===== config.mk =====
export PLATFORM = sky130hd
export DESIGN_NAME = can_bit_timing_sync_flat
export DESIGN_NICKNAME = d
export VERILOG_FILES = /design/src/rtl/can_bit_timing_sync_if.sv /design/src/rtl/can_bit_timing_sync.sv /design/src/flat_wrapper.sv
export SDC_FILE = /design/constraint.sdc
export NUM_CORES = 1
export LEC_CHECK = 0
export ABC_AREA = 1
export CORE_AREA = 10 10 112 114
export DETAILED_ROUTE_END_ITERATION = 16
export DIE_AREA = 0 0 122 124
export GPL_TIMING_DRIVEN = 0
export PLACE_DENSITY_LB_ADDON = 0.15
export REMOVE_ABC_BUFFERS = 1
export SETUP_SLACK_MARGIN = 0.15
export SLEW_MARGIN = 20
export SYNTH_ARGS = -nofsm -noshare
export SYNTH_HDL_FRONTEND = slang
export SYNTH_SLANG_ARGS = --single-unit

===== constraint.sdc =====
create_clock -name clk -period 3.4 [get_ports clk]
set_input_delay 0.34 -clock clk [delete_from_list [all_inputs] [get_ports clk]]
set_output_delay 0.34 -clock clk [all_outputs]
set_load 0.1 [all_outputs]

===== src/rtl/can_bit_timing_sync_if.sv =====
// can_bit_timing_sync_if: configuration, bus input and timing strobes of the CAN bit-timing logic.
interface can_bit_timing_sync_if #(
  parameter int BRP_W  = 8,
  parameter int TSEG_W = 4,
  parameter int SJW_W  = 2
);
  logic              en;
  logic [BRP_W-1:0]  brp;
  logic [TSEG_W-1:0] tseg1;
  logic [TSEG_W-1:0] tseg2;
  logic [SJW_W-1:0]  sjw;
  logic              rx;
  logic              hard_sync_en;
  logic              tq_pulse;
  logic              bit_start;
  logic              sample_point;
  logic              sampled_bit;
  logic              resync_pulse;
  modport master (
    output en, brp, tseg1, tseg2, sjw, rx, hard_sync_en,
    input  tq_pulse, bit_start, sample_point, sampled_bit, resync_pulse
  );
  modport slave (
    input  en, brp, tseg1, tseg2, sjw, rx, hard_sync_en,
    output tq_pulse, bit_start, sample_point, sampled_bit, resync_pulse
  );
endinterface


===== src/rtl/can_bit_timing_sync.sv =====
// can_bit_timing_sync: CAN 2.0B bit timing with hard sync and SJW-limited resync.
// Define CAN_BTL_TRIPLE_SAMPLE_EN for majority-of-three sampling at the sample point.
module can_bit_timing_sync #(
  parameter int BRP_W  = 8,
  parameter int TSEG_W = 4,
  parameter int SJW_W  = 2
) (
  input logic clk,
  input logic rst_n,
  can_bit_timing_sync_if.slave bus
);
  localparam int SW = TSEG_W + 1;
  typedef enum logic [1:0] {SYNC, TSEG1, TSEG2} state_t;
  state_t           state, state_n;
  logic [BRP_W-1:0] tq_cnt, tq_cnt_n;
  logic [SW-1:0]    seg_cnt, seg_cnt_n, ext, ext_n;
  logic [SW-1:0]    t1, t2, sjw_e, err2, shorten;
  logic             rx_q, rx_q_n, edge_pending, edge_pending_n, rs_done, rs_done_n;
  logic             tq_pulse, tq_pulse_n, bit_start, bit_start_n;
  logic             sample_point, sample_point_n, resync_pulse, resync_pulse_n;
  logic             sampled_bit, sampled_bit_n;
  logic             tick, edge_tq, hard, resync, tseg2_end, sample_val;
  assign tick    = tq_cnt == bus.brp;
  assign edge_tq = edge_pending | (rx_q & ~bus.rx);
  assign hard    = tick & edge_tq & bus.hard_sync_en;
  assign resync  = tick & edge_tq & ~bus.hard_sync_en & ~rs_done & (state != SYNC);
  assign t1      = (bus.tseg1 == '0) ? SW'(1) : SW'(bus.tseg1);
  assign t2      = (bus.tseg2 == '0) ? SW'(1) : SW'(bus.tseg2);
  assign sjw_e   = SW'(bus.sjw) + SW'(1);
  assign err2    = t2 - seg_cnt + SW'(1);
  // In TSEG2 rs_done can only come from an early resync of this segment, which shortens it
  assign shorten   = (resync | rs_done) ? sjw_e : SW'(0);
  assign tseg2_end = ({1'b0, seg_cnt} + {1'b0, shorten}) >= {1'b0, t2};
`ifdef CAN_BTL_TRIPLE_SAMPLE_EN
  logic [1:0] hist;
  always_ff @(posedge clk or negedge rst_n)
    if (!rst_n) hist <= 2'b11;
    else if (!bus.en) hist <= 2'b11;
    else if (tick) hist <= {hist[0], bus.rx};
  assign sample_val = (hist[1] & hist[0]) | (bus.rx & (hist[1] | hist[0]));
`else
  assign sample_val = bus.rx;
`endif
  always_comb begin
    tq_cnt_n       = tick ? '0 : tq_cnt + BRP_W'(1);
    rx_q_n         = bus.rx;
    edge_pending_n = ~tick & edge_tq;
    state_n        = state;
    seg_cnt_n      = seg_cnt;
    ext_n          = ext;
    rs_done_n      = rs_done;
    tq_pulse_n     = tick;
    bit_start_n    = 1'b0;
    sample_point_n = 1'b0;
    resync_pulse_n = resync;
    sampled_bit_n  = sampled_bit;
    if (hard) begin
      state_n     = TSEG1;
      seg_cnt_n   = SW'(1);
      ext_n       = '0;
      rs_done_n   = 1'b0;
      bit_start_n = 1'b1;
    end else if (tick) begin
      rs_done_n = rs_done | resync;
      case (state)
        SYNC: begin
          state_n   = TSEG1;
          seg_cnt_n = SW'(1);
        end
        TSEG1: begin
          ext_n = resync ? ((seg_cnt < sjw_e) ? seg_cnt : sjw_e) : ext;
          if (seg_cnt == t1 + ext_n) begin
            state_n        = TSEG2;
            seg_cnt_n      = SW'(1);
            ext_n          = '0;
            rs_done_n      = 1'b0;
            sample_point_n = 1'b1;
            sampled_bit_n  = sample_val;
          end else
            seg_cnt_n = seg_cnt + SW'(1);
        end
        default: begin
          // Small phase error: the edge TQ itself becomes SYNC of the next bit
          if (resync && err2 <= sjw_e) begin
            state_n     = TSEG1;
            seg_cnt_n   = SW'(1);
            bit_start_n = 1'b1;
          end else if (tseg2_end) begin
            state_n     = SYNC;
            seg_cnt_n   = '0;
            bit_start_n = 1'b1;
          end else
            seg_cnt_n = seg_cnt + SW'(1);
        end
      endcase
    end
    if (!bus.en) begin
      tq_cnt_n       = '0;
      rx_q_n         = 1'b1;
      edge_pending_n = 1'b0;
      state_n        = SYNC;
      seg_cnt_n      = '0;
      ext_n          = '0;
      rs_done_n      = 1'b0;
      tq_pulse_n     = 1'b0;
      bit_start_n    = 1'b0;
      sample_point_n = 1'b0;
      resync_pulse_n = 1'b0;
      sampled_bit_n  = 1'b1;
    end
  end
  always_ff @(posedge clk or negedge rst_n)
    if (!rst_n) begin
      tq_cnt       <= '0;
      rx_q         <= 1'b1;
      edge_pending <= 1'b0;
      state        <= SYNC;
      seg_cnt      <= '0;
      ext          <= '0;
      rs_done      <= 1'b0;
      tq_pulse     <= 1'b0;
      bit_start    <= 1'b0;
      sample_point <= 1'b0;
      resync_pulse <= 1'b0;
      sampled_bit  <= 1'b1;
    end else begin
      tq_cnt       <= tq_cnt_n;
      rx_q         <= rx_q_n;
      edge_pending <= edge_pending_n;
      state        <= state_n;
      seg_cnt      <= seg_cnt_n;
      ext          <= ext_n;
      rs_done      <= rs_done_n;
      tq_pulse     <= tq_pulse_n;
      bit_start    <= bit_start_n;
      sample_point <= sample_point_n;
      resync_pulse <= resync_pulse_n;
      sampled_bit  <= sampled_bit_n;
    end
  assign bus.tq_pulse     = tq_pulse;
  assign bus.bit_start    = bit_start;
  assign bus.sample_point = sample_point;
  assign bus.resync_pulse = resync_pulse;
  assign bus.sampled_bit  = sampled_bit;
endmodule


===== src/flat_wrapper.sv =====
// flat-port wrapper written by rule: the top's interface ports become plain ports
module can_bit_timing_sync_flat 
#(
  parameter int BRP_W  = 8,
  parameter int TSEG_W = 4,
  parameter int SJW_W  = 2
)
  (clk, rst_n, bus_en, bus_brp, bus_tseg1, bus_tseg2, bus_sjw, bus_rx, bus_hard_sync_en, bus_tq_pulse, bus_bit_start, bus_sample_point, bus_sampled_bit, bus_resync_pulse);
  can_bit_timing_sync_if #(.BRP_W(BRP_W), .TSEG_W(TSEG_W), .SJW_W(SJW_W)) bus_i ();
  input logic clk;
  input logic rst_n;
  input wire logic [$bits(bus_i.en)-1:0] bus_en;
  input wire logic [$bits(bus_i.brp)-1:0] bus_brp;
  input wire logic [$bits(bus_i.tseg1)-1:0] bus_tseg1;
  input wire logic [$bits(bus_i.tseg2)-1:0] bus_tseg2;
  input wire logic [$bits(bus_i.sjw)-1:0] bus_sjw;
  input wire logic [$bits(bus_i.rx)-1:0] bus_rx;
  input wire logic [$bits(bus_i.hard_sync_en)-1:0] bus_hard_sync_en;
  output wire logic [$bits(bus_i.tq_pulse)-1:0] bus_tq_pulse;
  output wire logic [$bits(bus_i.bit_start)-1:0] bus_bit_start;
  output wire logic [$bits(bus_i.sample_point)-1:0] bus_sample_point;
  output wire logic [$bits(bus_i.sampled_bit)-1:0] bus_sampled_bit;
  output wire logic [$bits(bus_i.resync_pulse)-1:0] bus_resync_pulse;
  assign bus_i.en = bus_en;
  assign bus_i.brp = bus_brp;
  assign bus_i.tseg1 = bus_tseg1;
  assign bus_i.tseg2 = bus_tseg2;
  assign bus_i.sjw = bus_sjw;
  assign bus_i.rx = bus_rx;
  assign bus_i.hard_sync_en = bus_hard_sync_en;
  assign bus_tq_pulse = bus_i.tq_pulse;
  assign bus_bit_start = bus_i.bit_start;
  assign bus_sample_point = bus_i.sample_point;
  assign bus_sampled_bit = bus_i.sampled_bit;
  assign bus_resync_pulse = bus_i.resync_pulse;
  can_bit_timing_sync #(.BRP_W(BRP_W), .TSEG_W(TSEG_W), .SJW_W(SJW_W)) u_core (.clk(clk), .rst_n(rst_n), .bus(bus_i));
endmodule

==> metrics.yaml, run 1 <==
grt.total_usage: 0.0891
initialDrtViolationCount: 97
utilization: 0.346
root_buffer: "clkbuf_8"
drcViolationCount: 0
finalWirelength_um: 6630
die-area_um2: 15100
cts_num_sinks: 28
worstSetupPathType: "reg -> reg"
crit_fanout: 5
cp_slowest_cell: "dfrtp_1"
synth-seq-cells: 28
worst_slack_ns: 0.125
cts_tree: "yes"
core_region_area_um2: 10200
slowest_delay_ns: 0.40
first_global_vias: 2410
fin_area_um2: 3540
seq_area_frac_synth: 0.280
clock_path_buffers: 2
final_cell_mix: "nand2_1, inv_1, buf_4"
die_h_um: 124
rr_startpoint: "u_core.tq_cnt[5]$_DFF_PN0_"
rows: 37
via_count: 2336
tightestPinTransition_ns: 0.988
p_leak_nw: 1.75
numCtsBuffers: 3
total_power_mw: 0.848
power_density_nw_per_um2: 239
antenna_left: 0
outcome: "complete, no violations"
ioPinCount: 28
synth_top_area_cell: "dfrtp_1"
dpl_worst_slack_ns: -0.758
netlist_instances: 357
vias_per_cell: 4.21
post_drt_wl_per_cell_um: 11.9
fin_crit_ns: 3.27
max_cap_violations: 0
critPathArrivalTime_ns: 3.45
synth_top_area_frac: 0.259
fin_crit_sh: 0.963
dp.cells: 512
tns_ns: 0
slew_viol_final: 0
r2r_end: "u_core.state[0]$_DFFE_PN0P_"
ys_warn_count: 0
min_path_type: "in -> async"
synth_area_leaders: "dfrtp_1, ha_1, nand2_1, inv_1, nand3_1"
drive_gt1_frac: 0.337
crit_path_start: "u_core.tq_cnt[5]$_DFF_PN0_"
start_util: 0.245
antenna_cells: 0
grt_pass1_wl_um: 11200
rsz0062_at_grt: "yes"
grt_max_degree: 29
num-fill-cells: 1122
syn_area_um2: 2510
clk_pin_slew_ns: 0.10
peakVddDrop_mv: 0.131
die_width_um: 122
synth_area_per_cell_um2: 7.03
nNetsFinal: 472
clock_latency_ns: 0.27
hpwl_um: 4900
setup_viol: 0
holdWs_ns: 0.0720
antenna_found_initial: 0
layout.cells.non_filler: 555
ys_dominant_reg_cell: "dfrtp_1"
synthArstFlopShare: 1.00
htreeDepth: 1
first_pass_iters: 4
cp-end-kind: "register"
start_kind: "register"
gp_congestion: 0.774
hold_buffers: 0
max_freq_mhz: 305
cp-endpoint: "u_core.state[0]$_DFFE_PN0P_"
reg2reg_setup_slack_ns: 0.13
final_common_cell: "nand2_1"
crit_required_ns: 3.58
grt-ovfl-total: 0
port_buffers: 27
max_slew_margin: 0.340
synth-edff-count: 0
fin_skew_ns: 0.00255
reg2reg_depth: 29
synthDistinctLibCells: 32
postPlaceCellArea_um2: 2900
hold_violations: 0
area_growth_pct: 41.2
-- synth_stat cells, types with 3 or more instances --
master / number
nand2_1: 86
o21ai_1: 5
inv_2: 6
dfrtp_1: 26
xor2_1: 9
ha_1: 26
fa_1: 3
nor2_4: 3
nor2_1: 29
nand2_2: 9
nor2_2: 5
inv_1: 64
o21ai_0: 12
nand3_1: 26
o21a_1: 3
xnor2_1: 6
a21oi_1: 11
clkbuf_1: 5
nor3_1: 7
-- worst max-delay path, delay by kind of cell (launching register included) --
family                 cells  cell delay, ns
flip-flops                 1            0.40
AND/OR/NAND/NOR           12            1.00
buffers and inverters     17            1.78
-- layer usage --
metal / vias to the layer above / wire [um] / track usage
met3: 4 / 272 / 0.0149
met4: 0 / 60 / 0.0186
met5: - / 0 / 0
li1: 1228 / - / -
met2: 32 / 3220 / 0.152
met1: 1072 / 3070 / 0.115
-- worst min path at each step --
stage	startpoint	to	slack (ns)
after floorplan	rst_n	u_core.bus.bit_start$_DFF_PN0_	0.04
after global routing	rst_n	u_core.tq_cnt[4]$_DFF_PN0_	0.14
final	rst_n	u_core.tq_cnt[4]$_DFF_PN0_	0.07
after detailed placement	rst_n	u_core.tq_cnt[4]$_DFF_PN0_	0.42
after global placement	u_core.bus.sampled_bit$_DFFE_PN1P_	u_core.bus.sampled_bit$_DFFE_PN1P_	0.46
after CTS	rst_n	u_core.tq_cnt[6]$_DFF_PN0_	0.11
-- repair_timing --
item / 4_1_cts / 5_1_grt
gates cloned: 0 / 0
pin swaps: 31 / 40
setup endpoints to repair: 16 / 16
gates resized for setup: 54 / 56
setup buffers: 25 / 14
-- flip-flops by register name (all words and copies together), names as in the netlist --
signal,cells
u_core.tq_cnt,8
u_core.ext,5
u_core.seg_cnt,5
u_core.state,2
u_core.bus.bit_start,1
u_core.bus.resync_pulse,1
u_core.bus.sample_point,1
u_core.bus.sampled_bit,1
u_core.bus.tq_pulse,1
u_core.edge_pending,1
u_core.rs_done,1
u_core.rx_q,1
-- logic make-up after synthesis --
| group | count (synthesis) | synth area share |
|---|---|---|
| and+or+nand+nor | 172 | 0.317 |
| AOI/OAI and AO/OA | 34 | 0.0743 |
| DFF | 28 | 0.280 |
| adders and majority gates | 29 | 0.154 |
| buffers and inverters | 79 | 0.123 |
| xor gates and xnor gates | 15 | 0.0524 |
-- final cells by class --
cell class              count  area, um2  area share
multi-input cells         250       1770       0.499
flip-flops and latches     28        706       0.199
repair buffers             66        568       0.160
inverters                  71        274      0.0774
well taps                 136        170      0.0480
clock buffers               4       55.1      0.0155
-- where the power goes --
part / internal [mW] / switching [mW] / total [mW]
Clock: 0.104 / 0.108 / 0.212
Sequential: 0.347 / 0.00936 / 0.356
Combinational: 0.113 / 0.166 / 0.279
Power figures use the tool's default switching activity.
==> run 2: changes to the inputs <==
--- a/config.mk
+++ b/config.mk
@@ -5,10 +5,9 @@
 export SDC_FILE = /design/constraint.sdc
 export NUM_CORES = 1
 export LEC_CHECK = 0
-export ABC_AREA = 1
-export CORE_AREA = 10 10 112 114
+export CORE_AREA = 10 10 107 109
 export DETAILED_ROUTE_END_ITERATION = 16
-export DIE_AREA = 0 0 122 124
+export DIE_AREA = 0 0 117 119
 export GPL_TIMING_DRIVEN = 0
 export PLACE_DENSITY_LB_ADDON = 0.15
 export REMOVE_ABC_BUFFERS = 1
==> metrics.yaml, run 2 <==
final_cell_mix: "buf_4, nor2_1, inv_1"
peakVddDrop_mv: 0.173
initialDrtViolationCount: 93
power_density_nw_per_um2: 237
gp_congestion: 0.779
synth-seq-cells: 28
htreeDepth: 1
p_leak_nw: 1.48
synth-edff-count: 0
final_common_cell: "buf_4"
min_path_type: "in -> async"
antenna_cells: 0
grt.total_usage: 0.0924
clk_pin_slew_ns: 0.10
slew_viol_final: 0
largest_register: "u_core.tq_cnt"
synth_area_per_cell_um2: 8.83
worstSetupPathType: "in -> reg"
grt-ovfl-total: 0
nNetsFinal: 367
failed_checks: "negative setup slack"
start_util: 0.242
crit_required_ns: 3.58
fin_crit_ns: 3.59
ys_dominant_reg_cell: "dfrtp_1"
post_drt_wl_per_cell_um: 14.8
hold_violations: 0
critPathTopFamily: "buffers and inverters"
netlist_instances: 259
cp_num_buf_inv: 3
max_cap_violations: 0
port_buffers: 27
max_freq_mhz: 279
clock_latency_ns: 0.28
numCtsBuffers: 3
first_global_vias: 2090
cts_tree: "yes"
cp-end-kind: "register"
antenna_found_initial: 0
root_buffer: "clkbuf_8"
synth_top_area_frac: 0.285
fin_crit_sh: 1.05
seq_area_frac_synth: 0.308
synthDistinctLibCells: 48
synth_top_area_cell: "dfrtp_1"
synth.most_common_cell: "nor2_1"
clock_path_buffers: 2
layout.cells.non_filler: 428
tightestPinTransition_ns: 0.980
drcViolationCount: 0
regArea_um2: 709
critPathArrivalTime_ns: 3.76
ys_warn_count: 0
largest_reg_flops: 8
dp.cells: 391
fin_skew_ns: 0.00574
worstPathCellList: "clkdlybuf4s50_1 -> xnor2_2 -> nand4_4 -> nor3_4 -> buf_6 -> mux2_4 -> ha_4 -> fa_2 -> xor2_1 -> or4_4 -> buf_12 -> o311ai_4 -> a21boi_1 -> a41o_1"
rsz0062_at_grt: "yes"
holdWs_ns: 0.0688
area_growth_pct: 45.7
die-area_um2: 13900
via_count: 2056
antenna_left: 0
synthArstFlopShare: 1.00
total_power_mw: 0.790
rows: 36
max_slew_margin: 0.345
grt_max_degree: 29
drive_gt1_frac: 0.328
first_pass_iters: 4
hpwl_um: 4440
syn_area_um2: 2290
setup_viol: 13
layout_top_registers: "u_core.tq_cnt x8, u_core.ext x5, u_core.seg_cnt x5"
synth_common_cells: "nor2_1, dfrtp_1, ha_1"
start_kind: "primary input"
finalWirelength_um: 6340
dpl_worst_slack_ns: -1.36
hold_buffers: 0
core_region_area_um2: 9460
synth_area_leaders: "dfrtp_1, ha_1, xnor2_1, nor2_1, inv_1"
slowest_delay_ns: 0.52
cts_num_sinks: 28
cp_slowest_cell: "fa_2"
multiInputGateArea_um2: 1780
die_width_um: 117
die_h_um: 119
outcome: "complete, but fails checks"
worst_slack_ns: -0.185
ioPinCount: 28
num-fill-cells: 969
vias_per_cell: 4.80
crit_fanout: 4
grt_pass1_wl_um: 10600
-- run 2: cell families after synthesis --
kind of cell | share of synthesized area
buffers and inverters | 0.0558
and+or+nand+nor | 0.182
xor gates and xnor gates | 0.110
DFF | 0.308
AOI/OAI and AO/OA | 0.162
adders and majority gates | 0.169
muxes | 0.0137
-- run 2: worst paths after layout --
kind                                                 end  depth (start not counted)                  startpoint  slack, ns
min in group clk               u_core.ext[2]$_DFFE_PN0P_                          1   u_core.ext[2]$_DFFE_PN0P_       0.52
min                           u_core.tq_cnt[6]$_DFF_PN0_                          1                       rst_n       0.07
min reg2reg                    u_core.ext[2]$_DFFE_PN0P_                          1   u_core.ext[2]$_DFFE_PN0P_       0.52
max in group asynchronous  u_core.seg_cnt[1]$_DFFE_PN0P_                          1                       rst_n       2.87
max reg2reg                   u_core.rs_done$_DFFE_PN0P_                         13  u_core.tq_cnt[7]$_DFF_PN0_      -0.17
max                           u_core.rs_done$_DFFE_PN0P_                         14                  bus_brp[6]      -0.19
-- run 2: stage by stage --
step | util | TNS [ns] | cell area, um2
floorplan | - | -7.48 | 2240
global placement | 0.281 | -28.12 | 2660
detailed placement | 0.281 | -19.77 | 2660
CTS | 0.330 | -2.08 | 3120
global route | 0.352 | -3.19 | 3330
finish | 0.352 | -1.15 | 3330
-- run 2: layout make-up --
type | instances | share of cell area
inverter | 23 | 0.0259
tap | 114 | 0.0428
timing repair buffer | 60 | 0.162
sequential | 28 | 0.213
multi-input combinational | 199 | 0.535
clock inverter | 1 | 0.00902
clock buffer | 3 | 0.0124
-- run 2: where the power goes --
group / leakage [nW] / switching, mW / internal, mW
registers: 0.373 / 0.00785 / 0.340
logic: 1.07 / 0.0878 / 0.0811
clock network: 0.0357 / 0.115 / 0.158
-- run 2: worst register-to-register path, cell delays in order (launching register included) --
cell and delay [ns]:
dfrtp_1 0.40, xnor2_1 0.14, nand4_1 0.24, nor3_4 0.23
buf_6 0.15, mux2_4 0.32, ha_4 0.17, fa_2 0.52
xor2_1 0.06, or4_4 0.46, buf_12 0.16, o311ai_4 0.26
a21boi_1 0.10, a41o_1 0.24
-- run 2: repair_timing --
item | CTS | global route
buffers inserted | 22 | 11
endpoints found under the setup margin | 16 | 16
pin swaps | 43 | 34
resized for setup | 62 | 26
hold endpoints to repair | 0 | 0
-- run 2: per-layer routing --
| metal | vias to the layer above | wire length [um] | track usage |
|---|---|---|---|
| met3 | 4 | 244 | 0.0171 |
| li1 | 1006 | - | - |
| met2 | 44 | 3090 | 0.155 |
| met5 | - | 0 | 0 |
| met4 | 0 | 40 | 0.0147 |
| met1 | 1002 | 2970 | 0.122 |
